===== src/rtl/add_sub_pkg.sv =====
// Shared definitions for the pipelined adder-subtractor: op modes,
// chunk sizing and the signed saturation constant.
package add_sub_pkg;

  localparam logic ADD = 1'b0;
  localparam logic SUB = 1'b1;

  localparam int MAX_WIDTH = 64;

  function automatic int chunk_width(input int width, input int stages);
    return width / stages;
  endfunction

  // Largest positive (negative = 0) or most negative (negative = 1) value;
  // callers cast the result down to their own width.
  function automatic logic [MAX_WIDTH-1:0] sat_value(input int width, input logic negative);
    logic [MAX_WIDTH-1:0] msb_only;
    msb_only = MAX_WIDTH'(1) << (width - 1);
    return negative ? msb_only : msb_only - 1'b1;
  endfunction

endpackage


===== src/rtl/add_sub_chunk.sv =====
// Combinational CHUNK-bit ripple adder with operand-B inversion for subtract;
// exposes the carry into its MSB so the top can derive signed overflow.
module add_sub_chunk
  import add_sub_pkg::*;
#(
  parameter int CHUNK = 4
) (
  input  logic [CHUNK-1:0] a,
  input  logic [CHUNK-1:0] b,
  input  logic             sub,
  input  logic             cin,
  output logic [CHUNK-1:0] sum,
  output logic             cout,
  output logic             c_msb
);

  logic [CHUNK-1:0] b_x;
  logic [CHUNK:0]   carry;

  assign b_x      = (sub == SUB) ? ~b : b;
  assign carry[0] = cin;

  for (genvar gi = 0; gi < CHUNK; gi++) begin : g_fa
    assign sum[gi]      = a[gi] ^ b_x[gi] ^ carry[gi];
    assign carry[gi+1]  = (a[gi] & b_x[gi]) | (carry[gi] & (a[gi] ^ b_x[gi]));
  end

  assign cout  = carry[CHUNK];
  assign c_msb = carry[CHUNK-1];

endmodule


===== src/rtl/pipelined_add_sub.sv =====
// Pipelined two's-complement add/sub: one CHUNK per stage, carries registered
// between stages, whole-pipeline stall on output backpressure.
module pipelined_add_sub
  import add_sub_pkg::*;
#(
  parameter int WIDTH  = 16,
  parameter int STAGES = 4
) (
  input  logic             clk,
  input  logic             rst_n,
  input  logic             in_valid,
  output logic             in_ready,
  input  logic [WIDTH-1:0] a,
  input  logic [WIDTH-1:0] b,
  input  logic             sub,
  input  logic             sat,
  output logic             out_valid,
  input  logic             out_ready,
  output logic [WIDTH-1:0] result,
  output logic             cout,
  output logic             overflow,
  output logic             zero
);

  localparam int CHUNK = chunk_width(WIDTH, STAGES);
  localparam int LAST  = STAGES - 1;

  // Stage k register: acc holds finished result chunks below k and raw A above.
  logic             v_reg   [STAGES];
  logic [WIDTH-1:0] acc_reg [STAGES];
  logic [WIDTH-1:0] b_reg   [STAGES];
  logic             sub_reg [STAGES];
  logic             sat_reg [STAGES];
  logic             c_reg   [STAGES];

  logic [CHUNK-1:0] sum_w [STAGES];
  logic             co_w  [STAGES];
  logic             cm_w  [STAGES];

  logic             adv;
  logic [WIDTH-1:0] raw_next;
  logic [WIDTH-1:0] sat_next;
  logic [WIDTH-1:0] res_next;
  logic             ovf_next;

  assign adv      = !out_valid || out_ready;
  assign in_ready = adv;

  for (genvar gi = 0; gi < STAGES; gi++) begin : g_stage
    add_sub_chunk #(.CHUNK(CHUNK)) u_chunk (
      .a     (acc_reg[gi][gi*CHUNK +: CHUNK]),
      .b     (b_reg[gi][gi*CHUNK +: CHUNK]),
      .sub   (sub_reg[gi]),
      .cin   (c_reg[gi]),
      .sum   (sum_w[gi]),
      .cout  (co_w[gi]),
      .c_msb (cm_w[gi])
    );
  end

  always_comb begin
    raw_next = acc_reg[LAST];
    raw_next[LAST*CHUNK +: CHUNK] = sum_w[LAST];
    ovf_next = co_w[LAST] ^ cm_w[LAST];
    // A's sign still sits in the top chunk, and it is the sign of the true result on overflow.
    sat_next = WIDTH'(sat_value(WIDTH, acc_reg[LAST][WIDTH-1]));
    res_next = (sat_reg[LAST] && ovf_next) ? sat_next : raw_next;
  end

  always_ff @(posedge clk or negedge rst_n) begin
    if (!rst_n) begin
      for (int k = 0; k < STAGES; k++) begin
        v_reg[k]   <= 1'b0;
        acc_reg[k] <= '0;
        b_reg[k]   <= '0;
        sub_reg[k] <= 1'b0;
        sat_reg[k] <= 1'b0;
        c_reg[k]   <= 1'b0;
      end
      out_valid <= 1'b0;
      result    <= '0;
      cout      <= 1'b0;
      overflow  <= 1'b0;
      zero      <= 1'b0;
    end else if (adv) begin
      v_reg[0]   <= in_valid;
      acc_reg[0] <= a;
      b_reg[0]   <= b;
      sub_reg[0] <= sub;
      sat_reg[0] <= sat;
      c_reg[0]   <= sub;
      for (int k = 0; k < LAST; k++) begin
        v_reg[k+1]   <= v_reg[k];
        acc_reg[k+1] <= acc_reg[k];
        acc_reg[k+1][k*CHUNK +: CHUNK] <= sum_w[k];
        b_reg[k+1]   <= b_reg[k];
        sub_reg[k+1] <= sub_reg[k];
        sat_reg[k+1] <= sat_reg[k];
        c_reg[k+1]   <= co_w[k];
      end
      out_valid <= v_reg[LAST];
      result    <= res_next;
      cout      <= co_w[LAST];
      overflow  <= ovf_next;
      zero      <= (res_next == '0);
    end
  end

endmodule


===== config.mk =====
export PLATFORM = sky130hd
export DESIGN_NAME = pipelined_add_sub
export DESIGN_NICKNAME = d
export VERILOG_FILES = /design/src/rtl/add_sub_pkg.sv /design/src/rtl/add_sub_chunk.sv /design/src/rtl/pipelined_add_sub.sv
export SDC_FILE = /design/constraint.sdc
export NUM_CORES = 1
export LEC_CHECK = 0
export CORE_ASPECT_RATIO = 1.5
export CORE_MARGIN = 2
export CORE_UTILIZATION = 55
export CTS_CLUSTER_DIAMETER = 40
export DETAILED_ROUTE_END_ITERATION = 7
export GPL_ROUTABILITY_DRIVEN = 0
export HOLD_SLACK_MARGIN = 0.05
export PLACE_DENSITY_LB_ADDON = 0.15
export SLEW_MARGIN = 20
export SYNTH_ARGS = -nofsm -noshare
export SYNTH_HDL_FRONTEND = slang
export SYNTH_SLANG_ARGS = --single-unit

===== constraint.sdc =====
create_clock -name clk -period 3.85 [get_ports clk]
set_input_delay 0.77 -clock clk [delete_from_list [all_inputs] [get_ports clk]]
set_output_delay 0.77 -clock clk [all_outputs]
set_load 0.02 [all_outputs]

* After elaboration in Yosys (flattened, before gate mapping) *
Index checks and enable logic that the tools add are counted.
Widths: inputs -> output; s select.

storage, ports and cells
  logic and storage cells = 123
  bits in registers = 163
  input bits = 38
  output and inout bits = 21

operators by class
  mux-type cells = 6
  reduce and logical (&&, ||, !) cells = 4
  bitwise gates (word level) = 85

operators by type and width
  cell               count
  $xor 1x1->1        33
  $and 1x1->1        32
  $mux 16            2
  $logic_not 16->1   1
  $mux 4             4
  $not 4->4          4
  $or 1x1->1         16
  $logic_and 1x1->1  1
  $logic_not 1->1    1
  $logic_or 1x1->1   1

* Depth between registers and ports, before layout *
  depth after elaboration = 15
  mapped depth = 10
  gate-level depth less buffers = 9

* Modules after synthesis *
Synthesis repeated with hierarchy kept, for this count alone.

second synthesis, totals
  cell total of the unflattened synthesis = 660
  area total of the unflattened synthesis = 5954.5 um^2

by module, submodules not included
  module             times used  seq. area each (um^2)  area an instance (um^2)  cells an instance
  pipelined_add_sub  1           3478.3                 5373.9                   596
  add_sub_chunk      4           0.0                    145.1                    16

* Worst setup path before layout *
No wires, ideal clock.

  path type = register to register
  from = register sub_reg[0] (netlist bit)
  to = register zero
  buffers on the path = 1
  stages on the path, launching flop included = 11
  period minus slack after synthesis = 3113 ps
  path slack = 737 ps
  setup time = 120 ps
  data required time = 3730 ps
  data arrival time = 2993 ps
  cells stage by stage = dfrtp_1 > clkbuf_1 > xnor2_1 > fa_1 > inv_1 > fa_1 > fa_1 > fa_1 > xor2_2 > a21oi_1 > a31o_2

between the ends
  word-level cells in the longest chain between the ends = 14
  elaborated cells between the ends (all ways) = 25
  those cells by class = mux (2); bitwise (21); reduce/logical (2)

RTL lines
  what                              RTL line                  RTL
  start: declaration                pipelined_add_sub.sv:32   logic sub_reg [STAGES];
  start signal: indexed assignment  pipelined_add_sub.sv:97   sub_reg[k+1] <= sub_reg[k];
  $mux 4 *                          add_sub_chunk.sv:20       assign b_x = (sub == SUB) ? ~b : b;
  $xor 1x1->1                       add_sub_chunk.sv:25       assign carry[gi+1] = (a[gi] & b_x[gi]) | (carry[gi] & (a[gi] ^ b_x[gi]));
  $and 1x1->1                       add_sub_chunk.sv:25
  $or 1x1->1                        add_sub_chunk.sv:25
  $and 1x1->1                       add_sub_chunk.sv:25
  $or 1x1->1                        add_sub_chunk.sv:25
  $and 1x1->1                       add_sub_chunk.sv:25
  $or 1x1->1                        add_sub_chunk.sv:25
  $and 1x1->1                       add_sub_chunk.sv:25
  $or 1x1->1 *                      add_sub_chunk.sv:25
  via g_stage[3].u_chunk.cout       add_sub_chunk.sv:13       output logic cout,
  $xor 1x1->1 *                     pipelined_add_sub.sv:64   ovf_next = co_w[LAST] ^ cm_w[LAST];
  $logic_and 1x1->1 *               pipelined_add_sub.sv:67   res_next = (sat_reg[LAST] && ovf_next) ? sat_next : raw_next;
  $mux 16 *                         pipelined_add_sub.sv:67
  $logic_not 16->1 *                pipelined_add_sub.sv:105  zero <= (res_next == '0);
  end signal: assignment            pipelined_add_sub.sv:105
  end: declaration                  pipelined_add_sub.sv:22   output logic zero

Mark *: on every way through the listed nets, which the timed path passes. The rest lies on a longest branch.
A chain may end at the register's enable or synchronous reset.

* Worst setup path in the final report *
  from = register sub_reg[0] (netlist bit)
  to = register result[15]

between the ends
  word-level cells in the longest chain between the ends = 13
  elaborated cells between the ends (all ways) = 21
  those cells by class = mux (2); bitwise (18); reduce/logical (1)

RTL lines
  what                         RTL line                  RTL
  $mux 4 *                     add_sub_chunk.sv:20
  $xor 1x1->1                  add_sub_chunk.sv:25
  $and 1x1->1                  add_sub_chunk.sv:25
  $or 1x1->1                   add_sub_chunk.sv:25
  $and 1x1->1                  add_sub_chunk.sv:25
  $or 1x1->1                   add_sub_chunk.sv:25
  $and 1x1->1                  add_sub_chunk.sv:25
  $or 1x1->1                   add_sub_chunk.sv:25
  $and 1x1->1                  add_sub_chunk.sv:25
  $or 1x1->1 *                 add_sub_chunk.sv:25
  via g_stage[3].u_chunk.cout  add_sub_chunk.sv:13
  $xor 1x1->1 *                pipelined_add_sub.sv:64
  $logic_and 1x1->1 *          pipelined_add_sub.sv:67
  $mux 16 *                    pipelined_add_sub.sv:67
  end signal: assignment       pipelined_add_sub.sv:102  result <= res_next;
  end: declaration             pipelined_add_sub.sv:19   output logic [WIDTH-1:0] result,

Marked as above.

==> reports/metrics.yaml <==
status: "finished clean"
grt_util_met3_pct: 6.135
p_leak_uw: 0.003563
finish.net_count: 728
min_path_type: "in -> async"
antenna_cells: 0
core_um2: 10480
grt_pass1_wl_um: 18410
rsz0062_at_grt: "false"
critical_path.startpoint_type: "register"
drtIter0Drc: 268
grt_pass1_vias: 3968
largest_reg_flops: 64
syn_area_um2: 5824
fmax_ghz: 0.2987
rows: 46
arrival_ns: 3.64
fillers: 851
avgSynthCellArea_um2: 9.274
cts_buffers: 17
fin_crit_sh_pct: 86.96
power_frac_comb_pct: 36.3
clock_latency_ns: 0.41
r2r_end: "result[15]"
viasPerCell: 4.816
grtUsageMet2_pct: 35.16
gr-total-overflow: 0
clock_skew_ns: 0.005133
fp.dieH_um: 130.0
grt_start_max_net_pins: 117
synth_cells: 628
initial_utilization_pct: 55.60
fin_crit_ns: 3.348
critPathCaptureType: "register"
synthDistinctLibCells: 29
cts_root_buf: "clkbuf_16"
chipWidth_um: 88.02
crit_type: "reg -> reg"
fin_ws_ns: 0.5020
wl_per_cell_um: 12.67
switching_share_pct: 36.27
place_inst: 800
ys.flop_type: "dfrtp_1"
antenna_found_initial: 0
wl_um: 10540
path_max_fanout: 10
internal_power_uw: 4304
drc: 0
cap_violations: 0
syn_to_final_growth_pct: 22.41
drv_slew: 0
final-setup-viol-count: 0
synth_edf_count: 0
yosysSeqAreaShare_pct: 59.72
hpwl_um: 6727
p_per_area_nw_per_um2: 947.1
dp_worst_setup_slack_ns: 0.5200
cts_resized: 0
hold_viol: 0
fin_setup_tns_ns: 0
hold_buffers: 0
drive_gt1_share_pct: 6.395
cts_sinks: 139
peakVddDrop_v: 0.0004998
dr.pass1.iters: 5
seqPwrFrac_pct: 38.0
r2r_setup_slack_ns: 0.50
fin_util_pct: 68.06
postSynth.asyncResetShare_pct: 100.0
grt.total_usage_pct: 21.08
tightest_slew_ns: 0.9021
yosys_register_bits: 139
holdWs_ns: 0.4483
ioPinCount: 59
stdcell_count: 832
portBuffers: 58
p_sw_uw: 2449
grt-busiest-layer: "met2"
syn-num-nets: 681
postCtsSetupBuffers: 0
yosysWarnings: 0
clk_pin_slew_ns: 0.06
clockPowerShare_pct: 25.7
antenna_left: 0
reg2reg_depth: 9
slew_headroom_pct: 39.86
met1_usage_pct: 25.47
r2r_start: "sub_reg[0]"
h-tree-depth: 4
required_ns: 4.14
vias: 4007
die_area_um2: 11450
cts_buffer_depth: 2
cts_tree: "built"
layer usage:
| metal | share of wire [%] | vias to the layer above |
|---|---|---|
| li1 | - | 2018 |
| met1 | 40 | 1889 |
| met2 | 54 | 84 |
| met3 | 3.2 | 16 |
| met4 | 2.7 | 0 |
| met5 | 0 | - |
metrics by stage:
stage / instance area (µm²) / total power, µW
floorplan: 5824 / 4289
global placement: 6485 / 4946
detailed placement: 6485 / 5047
CTS: 7126 / 6822
global route: 7129 / 7356
finish: 7129 / 6752
worst max path at each step:
stage / depth (start not counted) / from / slack, ns / end
after floorplan: 10 / sub_reg[0] / 0.74 / zero
after global placement: 9 / sub_reg[0] / 0.67 / result[15]
after detailed placement: 9 / sub_reg[0] / 0.52 / result[15]
after CTS: 9 / sub_reg[0] / 0.51 / result[15]
after global routing: 9 / sub_reg[0] / 0.33 / result[0]
final: 9 / sub_reg[0] / 0.50 / result[15]
cells in the mapped netlist, types with 2 or more instances:
cell type,n,share of area [%]
nand2_1,332,21
dfrtp_1,139,60
o21ai_0,25,2.1
a21oi_1,20,1.7
clkbuf_1,16,1.0
buf_2,15,1.3
fa_1,15,5.2
inv_1,15,0.97
nor2_1,13,0.84
xnor2_1,8,1.2
xor2_1,8,1.2
nor4_1,3,0.32
a21boi_0,2,0.26
buf_4,2,0.26
worst max-delay path, stage by stage (launching register included):
cell and delay (ns):
dfrtp_1 0.44, xnor2_1 0.24, fa_1 0.21, inv_1 0.05, fa_1 0.37, fa_1 0.51
fa_1 0.55, xnor2_2 0.45, o21ai_4 0.17, o22a_1 0.23
cell type report:
class	instances	area [µm²]	share of cell area, %
sequential	139	3478	48.79
clock buffer	19	442.9	6.213
tap	144	180.2	2.527
inverter	16	62.56	0.8775
timing repair buffer	62	628.1	8.810
clock inverter	13	197.7	2.773
multi-input combinational	439	2140	30.01
power by group through the flow:
| stage | Clock, µW | Sequential [µW] | Combinational (µW) |
|---|---|---|---|
| floorplan | 0 | 2550 | 1740 |
| global placement | 0 | 2560 | 2380 |
| detailed placement | 0 | 2590 | 2460 |
| CTS | 1760 | 2570 | 2490 |
| global route | 1840 | 2650 | 2870 |
| finish | 1730 | 2570 | 2450 |
cell usage in the layout, fill, tap and decap left out, types with 3 or more instances in the layout:
master	count
clkbuf_16	17
dfrtp_1	139
nor2_1	13
fa_1	15
xnor2_1	8
nand2_1	332
clkinv_2	5
bufinv_16	5
clkdlybuf4s50_1	57
nor4_1	3
inv_1	15
a21oi_1	20
xor2_1	8
o21ai_0	25
clkinvlp_4	3
logic make-up (layout without fill, tap and decap cells):
group	after synthesis	in the layout	synth area share [%]
flip-flops	139	139	59.72
AO/OA/AOI/OAI	52	52	5.156
AND/OR/NAND/NOR	353	353	23.16
multiplexers	1	1	0.1719
adder cells (fa/ha/maj)	15	15	5.156
buffers and inverters	50	110	3.673
XOR/XNOR	18	18	2.965
No activity file was read; power rests on OpenSTA's default activity.
